==> src/rtl/sram_arbiter.sv <==
// sram_arbiter
//   Shares one instruction/data SRAM between the instruction-fetch port (IF)
//   and the load/store port (MEM). MEM has fixed priority; once an access is
//   granted it runs to completion (IDLE -> ACCESS x WAIT_CYCLES -> DONE).
//
// Ports
//   clk, rst            clock, synchronous active-low reset
//   if_*                IF request (ce_n, addr) and response (rdata, ready)
//   mem_*               MEM request (ce_n, we_n, addr, wdata, be_n) and
//                       response (rdata, ready)
//   stallreq_if_o/mem_o pending-and-not-completing stall requests
//   sram_*              SRAM pad interface (address, data, strobes)
module sram_arbiter #(
    parameter int WAIT_CYCLES = 2,
    parameter int ADDR_W      = 20
) (
    input  logic              clk,
    input  logic              rst,
    input  logic              if_ce_n_i,
    input  logic [31:0]       if_addr_i,
    output logic [31:0]       if_rdata_o,
    output logic              if_ready_o,
    input  logic              mem_ce_n_i,
    input  logic              mem_we_n_i,
    input  logic [31:0]       mem_addr_i,
    input  logic [31:0]       mem_wdata_i,
    input  logic [3:0]        mem_be_n_i,
    output logic [31:0]       mem_rdata_o,
    output logic              mem_ready_o,
    output logic              stallreq_if_o,
    output logic              stallreq_mem_o,
    output logic [ADDR_W-1:0] sram_addr_o,
    output logic [31:0]       sram_wdata_o,
    input  logic [31:0]       sram_rdata_i,
    output logic              sram_data_oe_o,
    output logic              sram_ce_n_o,
    output logic              sram_oe_n_o,
    output logic              sram_we_n_o,
    output logic [3:0]        sram_be_n_o
);

    typedef enum logic [1:0] {
        S_IDLE,
        S_ACCESS,
        S_DONE
    } state_t;

    localparam logic [3:0] CNT_INIT = 4'(WAIT_CYCLES - 1);

    state_t            r_state;
    state_t            w_state_nxt;
    logic [3:0]        r_cnt;
    logic              r_owner_mem;
    logic              r_we;
    logic [ADDR_W-1:0] r_addr;
    logic [31:0]       r_wdata;
    logic [3:0]        r_be_n;
    logic [31:0]       r_if_rdata;
    logic [31:0]       r_mem_rdata;

    logic w_grant_mem;
    logic w_grant_if;
    logic w_last;
    logic w_unused;

    // Only the word-address bits reach the pad; the rest are intentionally dropped.
    assign w_unused = ^{if_addr_i, mem_addr_i};

    // ------------------------------------------------------------------
    // Next-state logic
    // ------------------------------------------------------------------
    always_comb begin
        w_grant_mem = (r_state == S_IDLE) && !mem_ce_n_i;
        w_grant_if  = (r_state == S_IDLE) && mem_ce_n_i && !if_ce_n_i;
        w_last      = (r_state == S_ACCESS) && (r_cnt == 4'd0);
        w_state_nxt = r_state;
        case (r_state)
            S_IDLE:   if (w_grant_mem || w_grant_if) w_state_nxt = S_ACCESS;
            S_ACCESS: if (w_last) w_state_nxt = S_DONE;
            S_DONE:   w_state_nxt = S_IDLE;
            default:  w_state_nxt = S_IDLE;
        endcase
    end

    always_ff @(posedge clk) begin
        if (!rst) r_state <= S_IDLE;
        else      r_state <= w_state_nxt;
    end

    // ------------------------------------------------------------------
    // Access context: latched on grant, held through DONE and beyond
    // ------------------------------------------------------------------
    always_ff @(posedge clk) begin
        if (!rst) begin
            r_cnt       <= 4'd0;
            r_owner_mem <= 1'b0;
            r_we        <= 1'b0;
            r_addr      <= '0;
            r_wdata     <= 32'd0;
            r_be_n      <= 4'hF;
            r_if_rdata  <= 32'd0;
            r_mem_rdata <= 32'd0;
        end else begin
            if (w_grant_mem || w_grant_if) begin
                r_owner_mem <= w_grant_mem;
                r_we        <= w_grant_mem && !mem_we_n_i;
                r_addr      <= w_grant_mem ? mem_addr_i[ADDR_W+1:2]
                                           : if_addr_i[ADDR_W+1:2];
                r_be_n      <= (w_grant_mem && !mem_we_n_i) ? mem_be_n_i : 4'h0;
                r_wdata     <= mem_wdata_i;
                r_cnt       <= CNT_INIT;
            end else if (r_state == S_ACCESS && !w_last) begin
                r_cnt <= r_cnt - 4'd1;
            end

            // Read data is sampled on the edge closing the last strobe cycle.
            if (w_last && !r_we) begin
                if (r_owner_mem) r_mem_rdata <= sram_rdata_i;
                else             r_if_rdata  <= sram_rdata_i;
            end
        end
    end

    // ------------------------------------------------------------------
    // Output decode
    // ------------------------------------------------------------------
    always_comb begin
        sram_ce_n_o    = 1'b1;
        sram_oe_n_o    = 1'b1;
        sram_we_n_o    = 1'b1;
        sram_data_oe_o = 1'b0;
        if_ready_o     = 1'b0;
        mem_ready_o    = 1'b0;
        if (r_state == S_ACCESS) begin
            sram_ce_n_o = 1'b0;
            sram_oe_n_o = r_we;
            sram_we_n_o = !r_we;
        end
        // Pad drive stays on during DONE to give the write data hold time.
        if (r_state == S_ACCESS || r_state == S_DONE) sram_data_oe_o = r_we;
        if (r_state == S_DONE) begin
            if_ready_o  = !r_owner_mem;
            mem_ready_o = r_owner_mem;
        end
    end

    assign sram_addr_o    = r_addr;
    assign sram_wdata_o   = r_wdata;
    assign sram_be_n_o    = r_be_n;
    assign if_rdata_o     = r_if_rdata;
    assign mem_rdata_o    = r_mem_rdata;
    assign stallreq_if_o  = !if_ce_n_i && !if_ready_o;
    assign stallreq_mem_o = !mem_ce_n_i && !mem_ready_o;

endmodule

==> config.mk <==
export PLATFORM = sky130hd
export DESIGN_NAME = sram_arbiter
export DESIGN_NICKNAME = d
export VERILOG_FILES = /design/src/rtl/sram_arbiter.sv
export SDC_FILE = /design/constraint.sdc
export NUM_CORES = 1
export LEC_CHECK = 0
export CAP_MARGIN = 5
export CORE_MARGIN = 2
export CORE_UTILIZATION = 30
export CTS_CLUSTER_DIAMETER = 80
export DETAILED_ROUTE_END_ITERATION = 16
export DONT_BUFFER_PORTS = 1
export SLEW_MARGIN = 20
export SYNTH_ARGS = -nofsm -noshare
export SYNTH_HDL_FRONTEND = slang
export SYNTH_SLANG_ARGS = --single-unit
==> constraint.sdc <==
create_clock -name clk -period 2.6 [get_ports clk]
set_input_delay 0.52 -clock clk [delete_from_list [all_inputs] [get_ports clk]]
set_output_delay 0.52 -clock clk [all_outputs]
set_load 0.05 [all_outputs]
## Yosys cells after proc, flatten, opt, wreduce, memory -nomap -nowiden

Cells that the tools add are included.

- Logic and storage cells: 56
- Bits in registers: 128
- Input bits: 137

- $add $sub $neg: 1
- Equal/unequal tests: 4
- Multiplexer cells: 13
- Bitwise operators: 2
- Reductions and logical operators: 26

Operators by type and width:

| cell | number |
|---|---|
| $mux W20 | 1 |
| $logic_and A1 B1 Y1 | 9 |
| $logic_not A1 Y1 | 8 |
| $mux W1 | 8 |
| $reduce_and A2 Y1 | 3 |
| $logic_not A4 Y1 | 1 |
| $mux W2 | 2 |
| $mux W4 | 1 |
| $pmux W2 S2 | 1 |
| $sub A4 B1 Y4 const B | 1 |
| $eq A2 B1 Y1 const B | 1 |
| $eq A2 B2 Y1 const B | 1 |
| $logic_not A2 Y1 | 1 |
| $logic_or A1 B1 Y1 | 2 |
| $ne A2 B1 Y1 const B | 1 |
| $ne A2 B2 Y1 const B | 1 |
| $not A1 Y1 | 2 |
| $reduce_bool A2 Y1 | 1 |
| $reduce_or A2 Y1 | 1 |

## Logic depth before layout (Yosys ltp)

Gate-level depths: netlist (run 1).

- Word-level depth: 6
- Mapped depth: 7
- Gate-level depth less buffers: 5

## Least setup slack after synthesis (run 1)

No wires, ideal clock.

- Path kind: register -> output
- Start point: register r_state[0]
- End point: output stallreq_if_o
- Setup slack: 0.319 ns
- Data arrival time: 1.761 ns
- Cell stages (with the launch flop): 5
- Cells stage by stage: dfxtp_1 > inv_1 > ha_1 > nor2b_1 > nor2_1

- Longest elaborated chain between the ends: 4

Ends and longest elaborated chain:

| item | line | text |
|---|---|---|
| from (decl) | 50 | `state_t r_state;` |
| from (signal assigned) | 87 | `else r_state <= w_state_nxt;` |
| $eq A2 B2 Y1 | 141 | `if (r_state == S_DONE) begin` |
| $mux W1 | 141 |  |
| named net if_ready_o | 22 | `output logic if_ready_o,` |
| $logic_not A1 Y1 | 152 | `assign stallreq_if_o = !if_ce_n_i && !if_ready_o;` |
| $logic_and A1 B1 Y1 | 152 |  |
| to (decl) | 30 | `output logic stallreq_if_o,` |

The timed path passes the listed nets, and every way through them passes these cells.

## Worst setup path in the final report (run 1)

Same ends and word-level chain as after synthesis.

==> results.txt, run 1 <==
----------------------------------------------------
[Logic synthesis]
  Area share of the leading cell type in the synthesized netlist ... 51.6%
  Area leader, netlist ... sky130_fd_sc_hd__dfxtp_1
  Number of synthesized register bits ... 128
  Synthesized cell area ... 0.00497 sq mm
  Post-synth net total ... 683
  Cells after synthesis ... 540
  Number of warnings issued by yosys ... 0
  Post-Syn Area per Cell ... 9.20 sq um
  Largest cells by area after synthesis ... sky130_fd_sc_hd__dfxtp_1, sky130_fd_sc_hd__mux2i_1, sky130_fd_sc_hd__nand2_1
  Share of synthesized area occupied by flip-flops and latches ... 51.6%
  Number of distinct library cell variants in the gate-level netlist after synthesis ... 32

[Min path]
  End point of the most critical hold path ... sram_wdata_o[4]
  Min-Delay Startpoint ... mem_wdata_i[4]
  Class of the tightest hold or removal check ... input pin to flip-flop
  Worst Hold Depth ... 2

[Finish]
  Growth of design area from synthesis to finish ... 14.8%
  Total inserted antenna cells ... 0
  Number of inserted filler cells in the final layout ... 1642
  Final non-filler cell total ... 758
  Nets@finish ... around 670
  Post-route design area ... 0.00570 sq mm
  Share of final-layout standard cells stronger than drive strength 1 ... 7.62%

[Worst setup path]
  Cell class contributing the biggest share of worst-path delay ... simple AND/OR/NAND/NOR gates
  Critical Path, Cell by Cell ... inv_1 > ha_1 > nor2b_2 > nor2_1 > buf_4
  Buffering stage count on the worst path with inverters included ... 2
  Worst-path cell with the longest stage delay ... sky130_fd_sc_hd__nor2b_2
  Capture point of the worst reg-to-reg path ... r_cnt[1]
  Worst path max stage delay ... between 0.5 and 0.6 ns
  Worst Setup Start Kind ... flip-flop
  Critical path capture point type ... primary output
  Flop-to-flop setup slack ... 0.56 ns
  Crit path arrival time ... 1.86 ns
  Cells on worst reg2reg path ... 5
  Data required, critical path ... 2.08 ns
  Type of the worst setup path ... flip-flop to primary output
  Maximum fanout encountered on the critical timing path ... 4
  Reg-to-Reg Start ... r_state[0]

[STA]
  Clock skew after layout ... ~0.0057 ns
  Maximum clock frequency ... 420 MHz
  Setup repair after global routing missed its margin ... false
  Worst-margin pin slew ... about 0.85 ns
  Hold Violations, Final ... 0
  Setup total negative slack ... 0 ns
  Normalized max-slew margin ... 43.3%
  Setup violations, final ... 0
  Number of slew-limit violations in the final report ... 0
  Final critical path time including I/O delays and setup ... 2.38 ns
  Part of the cycle the worst path needs ... 91.7%

[Floorplan]
  Horizontal extent of the die ... 133 um
  Starting density of the core ... 30.3%
  Die Footprint ... 0.0176 sq mm
  I/O pin cnt ... roughly 270
  Die boundary height ... ~130 um
  Area of the core ... 0.0164 sq mm
  Standard-cell row count ... 47

[Global route]
  Total overflow reported by the global router ... 0
  Maximum number of pins on one net before global-route repair ... 103
  First-pass GRT wire length ... 19200 um
  Total global routing track utilization ... roughly 14%
  Via count of the first global-routing pass ... 3793
  Antenna violations before repair ... 0

[Run]
  Total of max-cap violations ... 0

[Place]
  Number of port buffers ... 0
  RePlAce Congestion ... 0.820
  Sum of net half-perimeters after detailed placement ... 8710 um
  Placed Cells ... 730
  Cell area after placement ... slightly above 0.005 sq mm

[CTS]
  Max clock buf depth ... 2
  Worst-path clk slew ... 0.05 ns
  CTS Sinks ... roughly 130
  Root Buffer ... sky130_fd_sc_hd__clkbuf_16
  TritonCTS clock tree ... yes
  H-tree levels ... 4
  Cells resized by post-CTS repair ... 1
  Buffers inserted during post-CTS setup optimization ... 0
  Hold Buf Count CTS ... 0
  Clk Latency, worst-skew pair ... 0.40 ns
  CTS buffer count ... 17

[Detailed routing]
  DR DRC count ... 0
  First-pass iteration count of the detailed router ... 4
  Total vias in the final route ... 3700
  Via density per instance ... slightly below 5
  Remaining antenna violation count after routing ... 0
  Total Routed Length ... 12000 um
  Avg WL per Cell ... 15.8 um
  Initial DRC Count ... 158

[Run status]
  Result of the run ... completed

[Pwr]
  PD cells ... 1310 mW/mm^2
  Static Leakage ... between 2 and 2.5 nW
  Worst supply voltage drop on vdd ... 0.000434 V
  Total chip power ... 7.49 mW

----------------------------------------------------
worst max-delay path by stage:
stage / slack, ns / startpoint / end / cells after the start
finish: 0.22 / r_state[0] / stallreq_if_o / 5
global route: 0.10 / r_state[0] / stallreq_mem_o / 5
CTS: 0.19 / r_state[0] / stallreq_if_o / 5
detailed placement: 0.33 / r_state[0] / stallreq_if_o / 5
global placement: 0.36 / r_state[0] / stallreq_if_o / 5
floorplan: 0.32 / r_state[0] / stallreq_if_o / 4
cells in the final DEF, fill, tap and decap left out, types with 2 or more instances in the layout:
cell type                    synthesis  final
sky130_fd_sc_hd__nand2_1           166    166
sky130_fd_sc_hd__dfxtp_1           128    128
sky130_fd_sc_hd__mux2i_1            86     86
sky130_fd_sc_hd__a21oi_1            36     36
sky130_fd_sc_hd__nor2_1             25     25
sky130_fd_sc_hd__a211oi_1           20     20
sky130_fd_sc_hd__clkbuf_16           0     17
sky130_fd_sc_hd__buf_4               1      9
sky130_fd_sc_hd__ha_1                6      6
sky130_fd_sc_hd__inv_1               5      5
sky130_fd_sc_hd__a221o_1             4      4
sky130_fd_sc_hd__clkinv_2            0      3
sky130_fd_sc_hd__clkbuf_1           28      3
sky130_fd_sc_hd__nor2b_2             0      2
sky130_fd_sc_hd__and2_1              2      2
sky130_fd_sc_hd__nand2b_1            2      2
sky130_fd_sc_hd__nor3b_1             2      2
sky130_fd_sc_hd__o21ai_0             2      2
sky130_fd_sc_hd__clkinvlp_4          0      2
sky130_fd_sc_hd__bufinv_16           0      2
cells in the mapped netlist:
| cell | number |
|---|---|
| sky130_fd_sc_hd__a211oi_1 | 20 |
| sky130_fd_sc_hd__a21bo_2 | 1 |
| sky130_fd_sc_hd__a21boi_0 | 1 |
| sky130_fd_sc_hd__a21oi_1 | 36 |
| sky130_fd_sc_hd__a221o_1 | 4 |
| sky130_fd_sc_hd__a22oi_1 | 1 |
| sky130_fd_sc_hd__a311oi_1 | 1 |
| sky130_fd_sc_hd__a31oi_1 | 1 |
| sky130_fd_sc_hd__and2_1 | 2 |
| sky130_fd_sc_hd__buf_2 | 8 |
| sky130_fd_sc_hd__buf_4 | 1 |
| sky130_fd_sc_hd__buf_6 | 3 |
| sky130_fd_sc_hd__clkbuf_1 | 28 |
| sky130_fd_sc_hd__dfxtp_1 | 128 |
| sky130_fd_sc_hd__ha_1 | 6 |
| sky130_fd_sc_hd__inv_1 | 5 |
| sky130_fd_sc_hd__inv_2 | 1 |
| sky130_fd_sc_hd__mux2i_1 | 86 |
| sky130_fd_sc_hd__nand2_1 | 166 |
| sky130_fd_sc_hd__nand2b_1 | 2 |
| sky130_fd_sc_hd__nand3_1 | 1 |
| sky130_fd_sc_hd__nand4b_1 | 1 |
| sky130_fd_sc_hd__nor2_1 | 25 |
| sky130_fd_sc_hd__nor2b_1 | 2 |
| sky130_fd_sc_hd__nor3_4 | 1 |
| sky130_fd_sc_hd__nor3b_1 | 2 |
| sky130_fd_sc_hd__o211ai_1 | 1 |
| sky130_fd_sc_hd__o21ai_0 | 2 |
| sky130_fd_sc_hd__or3_1 | 1 |
| sky130_fd_sc_hd__or3b_1 | 1 |
| sky130_fd_sc_hd__or4_1 | 1 |
| sky130_fd_sc_hd__xor2_1 | 1 |
area by class of cell:
class                           count  area [sq um]  area share (%)
Timing Repair Buffer               10          87.6            1.54
Clock buffer                       21           450            7.90
Multi-Input combinational cell    366          2210            38.8
Tap cell                          220           275            4.83
Inverter                            6          22.5           0.395
Sequential cell                   128          2560            45.0
Clock inverter                      7          90.1            1.58
flip-flops by register name (all words and copies together) (netlist names):
register	flops
r_owner_mem	1
sram_be_n_o	4
r_cnt	4
r_we	1
if_rdata_o	32
r_state	2
sram_wdata_o	32
sram_addr_o	20
mem_rdata_o	32
metal layers:
layer | vias up | share of wire, % | track usage, %
li1 | 1787 | - | -
met1 | 1743 | 40 | 15.0
met5 | - | 0 | 0
met2 | 148 | 50 | 23.0
met4 | 0 | 2.7 | 7.05
met3 | 22 | 7.2 | 4.94
metrics by stage:
step	hold WS [ns]	setup slack [ns]	util, %
global placement	0.464	0.362	31.4
detailed placement	0.505	0.326	31.4
floorplan	0.451	0.319	-
CTS	0.231	0.192	34.7
global route	0.245	0.101	34.7
finish	0.253	0.217	34.7
cell families after synthesis:
group,synth area share [%]
and+or+nand+nor,16.6
adders and majority gates,1.51
DFF,51.6
AOI/OAI and AO/OA,8.62
muxes,17.3
buffers and inverters,4.21
xor gates and xnor gates,0.176
report_power, final:
group	total, mW	switching, mW	internal [mW]	leakage (nW)
clock	2.21	0.806	1.41	0.261
combinational	1.42	0.874	0.547	1.03
sequential	3.85	1.50	2.35	1.05
Power figures use the tool's default switching activity.
==> run 2: changes to the inputs <==
- clock period: 2.6 -> 2.3 ns (I/O delays scaled with it)
==> run 2 against run 1 <==
Sequential power rose by 13%. Flip-flop and latch count unchanged. Final area increased by 2.2%. Combinational power is 17% higher. Clock power grew 27%. Cell count is 0.92% higher. Total power rose by 18%. Worst setup slack lost 0.039 ns. Critical path depth is 2 lower. Critical path type unchanged.
==> results.txt, run 2 (synthesized netlist as in run 1, its figures left out) <==
----------------------------------------------------
[Floorplan]
  Horizontal extent of the die ... 133 um (unchanged)
  Die Footprint ... 0.0176 sq mm (unchanged)
  Die boundary height ... 133 um (unchanged)
  Standard-cell row count ... 47 (unchanged)
  Area of the core ... 0.0164 sq mm (unchanged)
  Starting density of the core ... 30.3% (unchanged)
  I/O pin cnt ... 265 (unchanged)

[STA]
  Final critical path time including I/O delays and setup ... 2.12 ns
  Setup WS post-layout ... 0.178 ns (-0.0389 ns)
  Maximum clock frequency ... roughly 470 MHz
  Setup repair after global routing missed its margin ... false
  Part of the cycle the worst path needs ... 92.3%
  Setup violations, final ... 0 (unchanged)
  Clock skew after layout ... 0.00553 ns (-0.000143 ns)
  Setup total negative slack ... 0 ns (unchanged)
  Worst-margin pin slew ... 0.620 ns (-0.229 ns)
  Number of slew-limit violations in the final report ... 0 (unchanged)
  Normalized max-slew margin ... 58.7% (+15 points)
  Hold Violations, Final ... 0 (unchanged)

[Global route]
  First-pass GRT wire length ... 19100 um (-0.57%)
  Via count of the first global-routing pass ... 3706 (-2.3%)
  Total overflow reported by the global router ... 0 (unchanged)
  Total global routing track utilization ... 13.5% (-0.10 points)
  Maximum number of pins on one net before global-route repair ... 103 (unchanged)
  Antenna violations before repair ... 0 (unchanged)

[Detailed routing]
  Total vias in the final route ... 3714 (+0.38%)
  First-pass iteration count of the detailed router ... 5 (+1)
  Total Routed Length ... 12100 um (+0.68%)
  Via density per instance ... 4.85 (-0.54%)
  Avg WL per Cell ... 15.8 um (-0.24%)
  Remaining antenna violation count after routing ... 0 (unchanged)
  Initial DRC Count ... 203 (+28%)
  DR DRC count ... 0 (unchanged)

[Min path]
  Class of the tightest hold or removal check ... input pin to flip-flop
  End point of the most critical hold path ... sram_wdata_o[12]
  Min-Delay Startpoint ... mem_wdata_i[12]
  Worst Hold Depth ... 2 (unchanged)

[Pwr]
  Static Leakage ... 2.41 nW (+2.8%)
  PD cells ... 1510 mW/mm^2 (+15%)
  Worst supply voltage drop on vdd ... 0.000581 V (+34%)
  Total chip power ... 8.82 mW (+18%)

[CTS]
  Buffers inserted during post-CTS setup optimization ... 0 (unchanged)
  Clk Latency, worst-skew pair ... 0.40 ns (about the same)
  CTS buffer count ... 17 (unchanged)
  Max clock buf depth ... 2 (unchanged)
  Root Buffer ... sky130_fd_sc_hd__clkbuf_16
  Cells resized by post-CTS repair ... 0 (-1)
  CTS Sinks ... 128 (unchanged)
  Worst-path clk slew ... 0.05 ns (about the same)
  H-tree levels ... 4 (unchanged)
  Hold Buf Count CTS ... 0 (unchanged)
  TritonCTS clock tree ... yes

[Place]
  Sum of net half-perimeters after detailed placement ... 8620 um (-1.0%)
  RePlAce Congestion ... 0.795 (-3.2%)
  Cell area after placement ... 0.00520 sq mm (+0.92%)
  Dpl ws ... 0.385 ns (+0.0588 ns)
  Number of port buffers ... 0 (unchanged)

[Worst setup path]
  Crit path arrival time ... 1.66 ns (-0.20 ns)
  Worst-path cell with the longest stage delay ... sky130_fd_sc_hd__and2_1
  Critical Path, Cell by Cell ... inv_1 > ha_1 > and2_1
  Worst Setup Start Kind ... flip-flop
  Reg-to-Reg Start ... r_state[0]
  Cells on worst reg2reg path ... 6 (+1)
  Flop-to-flop setup slack ... 0.37 ns (-0.19 ns)
  Maximum fanout encountered on the critical timing path ... 4 (unchanged)
  Type of the worst setup path ... flip-flop to primary output
  Critical path capture point type ... primary output
  Capture point of the worst reg-to-reg path ... sram_wdata_o[11]
  Worst path max stage delay ... 0.47 ns (-0.07 ns)
  Data required, critical path ... 1.84 ns (-0.24 ns)

[Run]
  Total of max-cap violations ... 0 (unchanged)

[Finish]
  Growth of design area from synthesis to finish ... 17.3%
  Commonest non-fill, non-tap cell in the layout ... sky130_fd_sc_hd__nand2_1
  Post-route design area ... 0.00583 sq mm (+2.2%)
  Share of final-layout standard cells stronger than drive strength 1 ... 8.62% (+1.0 points)
  Commonest cells after routing, fill and taps aside ... sky130_fd_sc_hd__nand2_1, sky130_fd_sc_hd__dfxtp_1, sky130_fd_sc_hd__mux2i_1
  Total inserted antenna cells ... 0 (unchanged)
  Nets@finish ... 675 (+0.45%)

[Run status]
  Result of the run ... completed

----------------------------------------------------
==> run 2: cell type report <==
type	count	area [sq um]
well taps	220	275
clock inverters	10	159
clock buffers	22	464
multi-input cells	366	2210
fillers	1660	10600
inverters	6	22.5
flip-flops and latches	128	2560
repair buffers	13	135
==> run 2: worst max-delay path by stage <==
stage               start          endpoint  slack [ns]  cells after the start
3_5_place_dp   r_state[0]  sram_wdata_o[11]        0.38                      6
6_report       r_state[0]    sram_data_oe_o        0.18                      3
2_1_floorplan  r_state[0]     stallreq_if_o        0.08                      4
5_1_grt        r_state[0]    stallreq_mem_o        0.07                      5
4_1_cts        r_state[0]    sram_data_oe_o        0.16                      3
3_3_place_gp   r_state[0]    sram_be_n_o[0]        0.50                      5
==> run 2: routing by layer <==
| metal | vias to the layer above | track usage [%] | part of all wire (%) |
|---|---|---|---|
| li1 | 1797 | - | - |
| met1 | 1755 | 15.3 | 40 |
| met2 | 141 | 22.5 | 50 |
| met3 | 21 | 4.94 | 7.2 |
| met4 | 0 | 6.63 | 2.4 |
| met5 | - | 0 | 0 |
==> run 2: critical path, delay by kind of cell (launching register included) <==
family,cells,cell delay [ns]
adders and majority gates,1,0.30
buffers and inverters,1,0.11
DFF,1,0.39
and+or+nand+nor,1,0.47
==> run 2: report_power, final <==
part           switching [mW]  internal, mW  total, mW  leakage, nW
Sequential               1.70          2.65       4.36         1.05
Clock                   0.943          1.87       2.81        0.300
Combinational           0.996         0.662       1.66         1.06
Total                    3.64          5.18       8.82         2.41
==> run 2: metrics by stage <==
stage,utilization [%],instances,hold WS [ns]
4_1_cts,35.5,765,0.170
3_3_place_gp,31.7,733,0.469
6_report,35.5,765,0.192
5_1_grt,35.5,765,0.173
3_5_place_dp,31.7,733,0.495
2_1_floorplan,-,540,0.451
==> run 3: changes to the inputs <==
- CORE_ASPECT_RATIO: unset -> 1.4
- CTS_CLUSTER_DIAMETER: 80 -> unset
- CTS_CLUSTER_SIZE: unset -> 25
==> run 3 against run 2 <==
Utilization up 0.48 points. Flip-flop and latch count unchanged. Cell count down 2.7%. Global-route usage up 0.56 points. Critical path type unchanged. Critical endpoint is now sram_oe_n_o.
==> results.txt, run 3 (synthesized netlist as in run 1, its figures left out) <==
----------------------------------------------------
[Global route]
  Total global routing track utilization ... 14.1% (+0.56 points)
  Maximum number of pins on one net before global-route repair ... 103 (unchanged)
  Via count of the first global-routing pass ... 3756 (+1.3%)
  Total overflow reported by the global router ... 0 (unchanged)
  First-pass GRT wire length ... 19400 um (+1.7%)
  Antenna violations before repair ... 2 (+2)

[Floorplan]
  Area of the core ... 0.0162 sq mm (-1.4%)
  Horizontal extent of the die ... 113 um (-15%)
  Starting density of the core ... 30.7% (+0.44 points)
  I/O pin cnt ... 265 (unchanged)
  Standard-cell row count ... 55 (+17%)
  Die Footprint ... 0.0176 sq mm (about the same)
  Die boundary height ... 156 um (+18%)

[CTS]
  CTS Sinks ... 128 (unchanged)
  Cells resized by post-CTS repair ... 0 (unchanged)
  Root Buffer ... sky130_fd_sc_hd__clkbuf_16
  CTS buffer count ... 17 (unchanged)
  Hold Buf Count CTS ... 0 (unchanged)
  Buffers inserted during post-CTS setup optimization ... 0 (unchanged)
  Worst-path clk slew ... 0.06 ns (about the same)
  TritonCTS clock tree ... yes
  H-tree levels ... 4 (unchanged)
  Clk Latency, worst-skew pair ... 0.41 ns (about the same)
  Max clock buf depth ... 2 (unchanged)

[Min path]
  Class of the tightest hold or removal check ... input pin to flip-flop

[STA]
  Setup repair after global routing missed its margin ... false
  Clock skew after layout ... 0.00410 ns (-0.00143 ns)
  Part of the cycle the worst path needs ... 90.0% (-2.3 points)
  Final critical path time including I/O delays and setup ... 2.07 ns (-0.0527 ns)
  Hold slack final ... 0.185 ns (-0.00722 ns)
  Setup total negative slack ... 0 ns (unchanged)
  Setup WS post-layout ... 0.230 ns (+0.0527 ns)
  Maximum clock frequency ... 483 MHz (+2.5%)
  Normalized max-slew margin ... 59.0% (+0.36 points)
  Worst-margin pin slew ... 0.613 ns (-0.00671 ns)
  Setup violations, final ... 0 (unchanged)
  Hold Violations, Final ... 0 (unchanged)
  Number of slew-limit violations in the final report ... 0 (unchanged)

[Detailed routing]
  First-pass iteration count of the detailed router ... 5 (unchanged)
  Initial DRC Count ... 236 (+16%)
  Total vias in the final route ... 3679 (-0.94%)
  DR DRC count ... 0 (unchanged)
  Total Routed Length ... 12600 um (+4.6%)
  Via density per instance ... 4.94 (+1.9%)
  Remaining antenna violation count after routing ... 0 (unchanged)
  Avg WL per Cell ... 17.0 um (+7.6%)

[Finish]
  Share of final-layout standard cells stronger than drive strength 1 ... 9.01% (+0.38 points)
  Commonest non-fill, non-tap cell in the layout ... sky130_fd_sc_hd__nand2_1
  Commonest cells after routing, fill and taps aside ... sky130_fd_sc_hd__nand2_1, sky130_fd_sc_hd__dfxtp_1, sky130_fd_sc_hd__mux2i_1
  Final non-filler cell total ... 744 (-2.7%)
  Number of inserted filler cells in the final layout ... 1600 (-3.6%)
  Growth of design area from synthesis to finish ... 17.2%
  Nets@finish ... 674 (-0.15%)

[Pwr]
  PD cells ... 1530 mW/mm^2 (+0.81%)
  Static Leakage ... 2.42 nW (+0.53%)
  Worst supply voltage drop on vdd ... 0.000851 V (+46%)

[Worst setup path]
  Maximum fanout encountered on the critical timing path ... 9 (+5)
  Crit path arrival time ... 1.61 ns (-0.05 ns)
  Type of the worst setup path ... flip-flop to primary output
  Worst Setup Start Kind ... flip-flop
  Data required, critical path ... 1.84 ns (about the same)
  Critical path capture point type ... primary output

[Place]
  RePlAce Congestion ... 0.840 (+5.7%)
  Placed Cells ... 711 (-3.0%)
  Number of port buffers ... 0 (unchanged)
  Dpl ws ... 0.398 ns (+0.0130 ns)
  Sum of net half-perimeters after detailed placement ... 9080 um (+5.3%)

[Run status]
  Result of the run ... completed

[Run]
  Total of max-cap violations ... 0 (unchanged)

----------------------------------------------------
==> run 3: cell count changes in the layout (fill, tap and decap cells not counted) <==
cell / previous run / this run
sky130_fd_sc_hd__clkinv_4: 1 / 2
sky130_fd_sc_hd__clkinvlp_4: 2 / 1
sky130_fd_sc_hd__diode_2: 0 / 1
sky130_fd_sc_hd__buf_12: 3 / 4
sky130_fd_sc_hd__inv_6: 0 / 2
sky130_fd_sc_hd__clkinv_2: 3 / 4
sky130_fd_sc_hd__clkbuf_1: 3 / 0
sky130_fd_sc_hd__buf_4: 10 / 8
==> run 3: final cells by class <==
| type | count | area, sq um | share of cell area (%) |
|---|---|---|---|
| multi-input cells | 366 | 2210 | 37.9 |
| repair buffers | 12 | 140 | 2.41 |
| inverters | 6 | 22.5 | 0.387 |
| diodes | 1 | 2.50 | 0.0430 |
| flip-flops and latches | 128 | 2560 | 44.0 |
| well taps | 199 | 249 | 4.28 |
| clock buffers | 19 | 453 | 7.78 |
| clock inverters | 13 | 183 | 3.14 |
==> run 3: stage by stage <==
step	total power [mW]	util, %	instance area [sq um]
finish	8.89	36.0	5820
global route	9.29	36.0	5820
CTS	8.99	36.0	5820
detailed placement	6.09	32.0	5180
global placement	5.99	32.0	5180
floorplan	5.67	-	4970
==> run 3: final timing paths <==
kind                                 startpoint               end  slack [ns]  depth (start not counted)
worst max-delay path                 r_state[1]       sram_oe_n_o        0.23                          4
worst min-delay path            mem_wdata_i[11]  sram_wdata_o[11]        0.18                          2
worst max register to register       r_state[0]  sram_wdata_o[25]        0.42                          6
worst min register to register       r_state[1]        r_state[1]        0.49                          2
==> run 3: critical path, cell delays in order, from the launching register on <==
cell and delay [ns]:
sky130_fd_sc_hd__dfxtp_1 0.33, sky130_fd_sc_hd__inv_1 0.12, sky130_fd_sc_hd__ha_1 0.36, sky130_fd_sc_hd__nand2b_1 0.17
sky130_fd_sc_hd__buf_4 0.22
==> run 3: power by group <==
group | switching [mW] | internal, mW
logic | 0.999 | 0.660
clock network | 0.993 | 1.87
registers | 1.71 | 2.65
total | 3.70 | 5.18
==> run 3: layer usage <==
metal / share of wire, % / global-route usage (%) / wire length (um)
met2: 51 / 24.1 / 6490
met1: 38 / 14.9 / 4820
met3: 8.3 / 6.12 / 1040
met4: 2.1 / 6.21 / 267
met5: 0.10 / 0 / 13
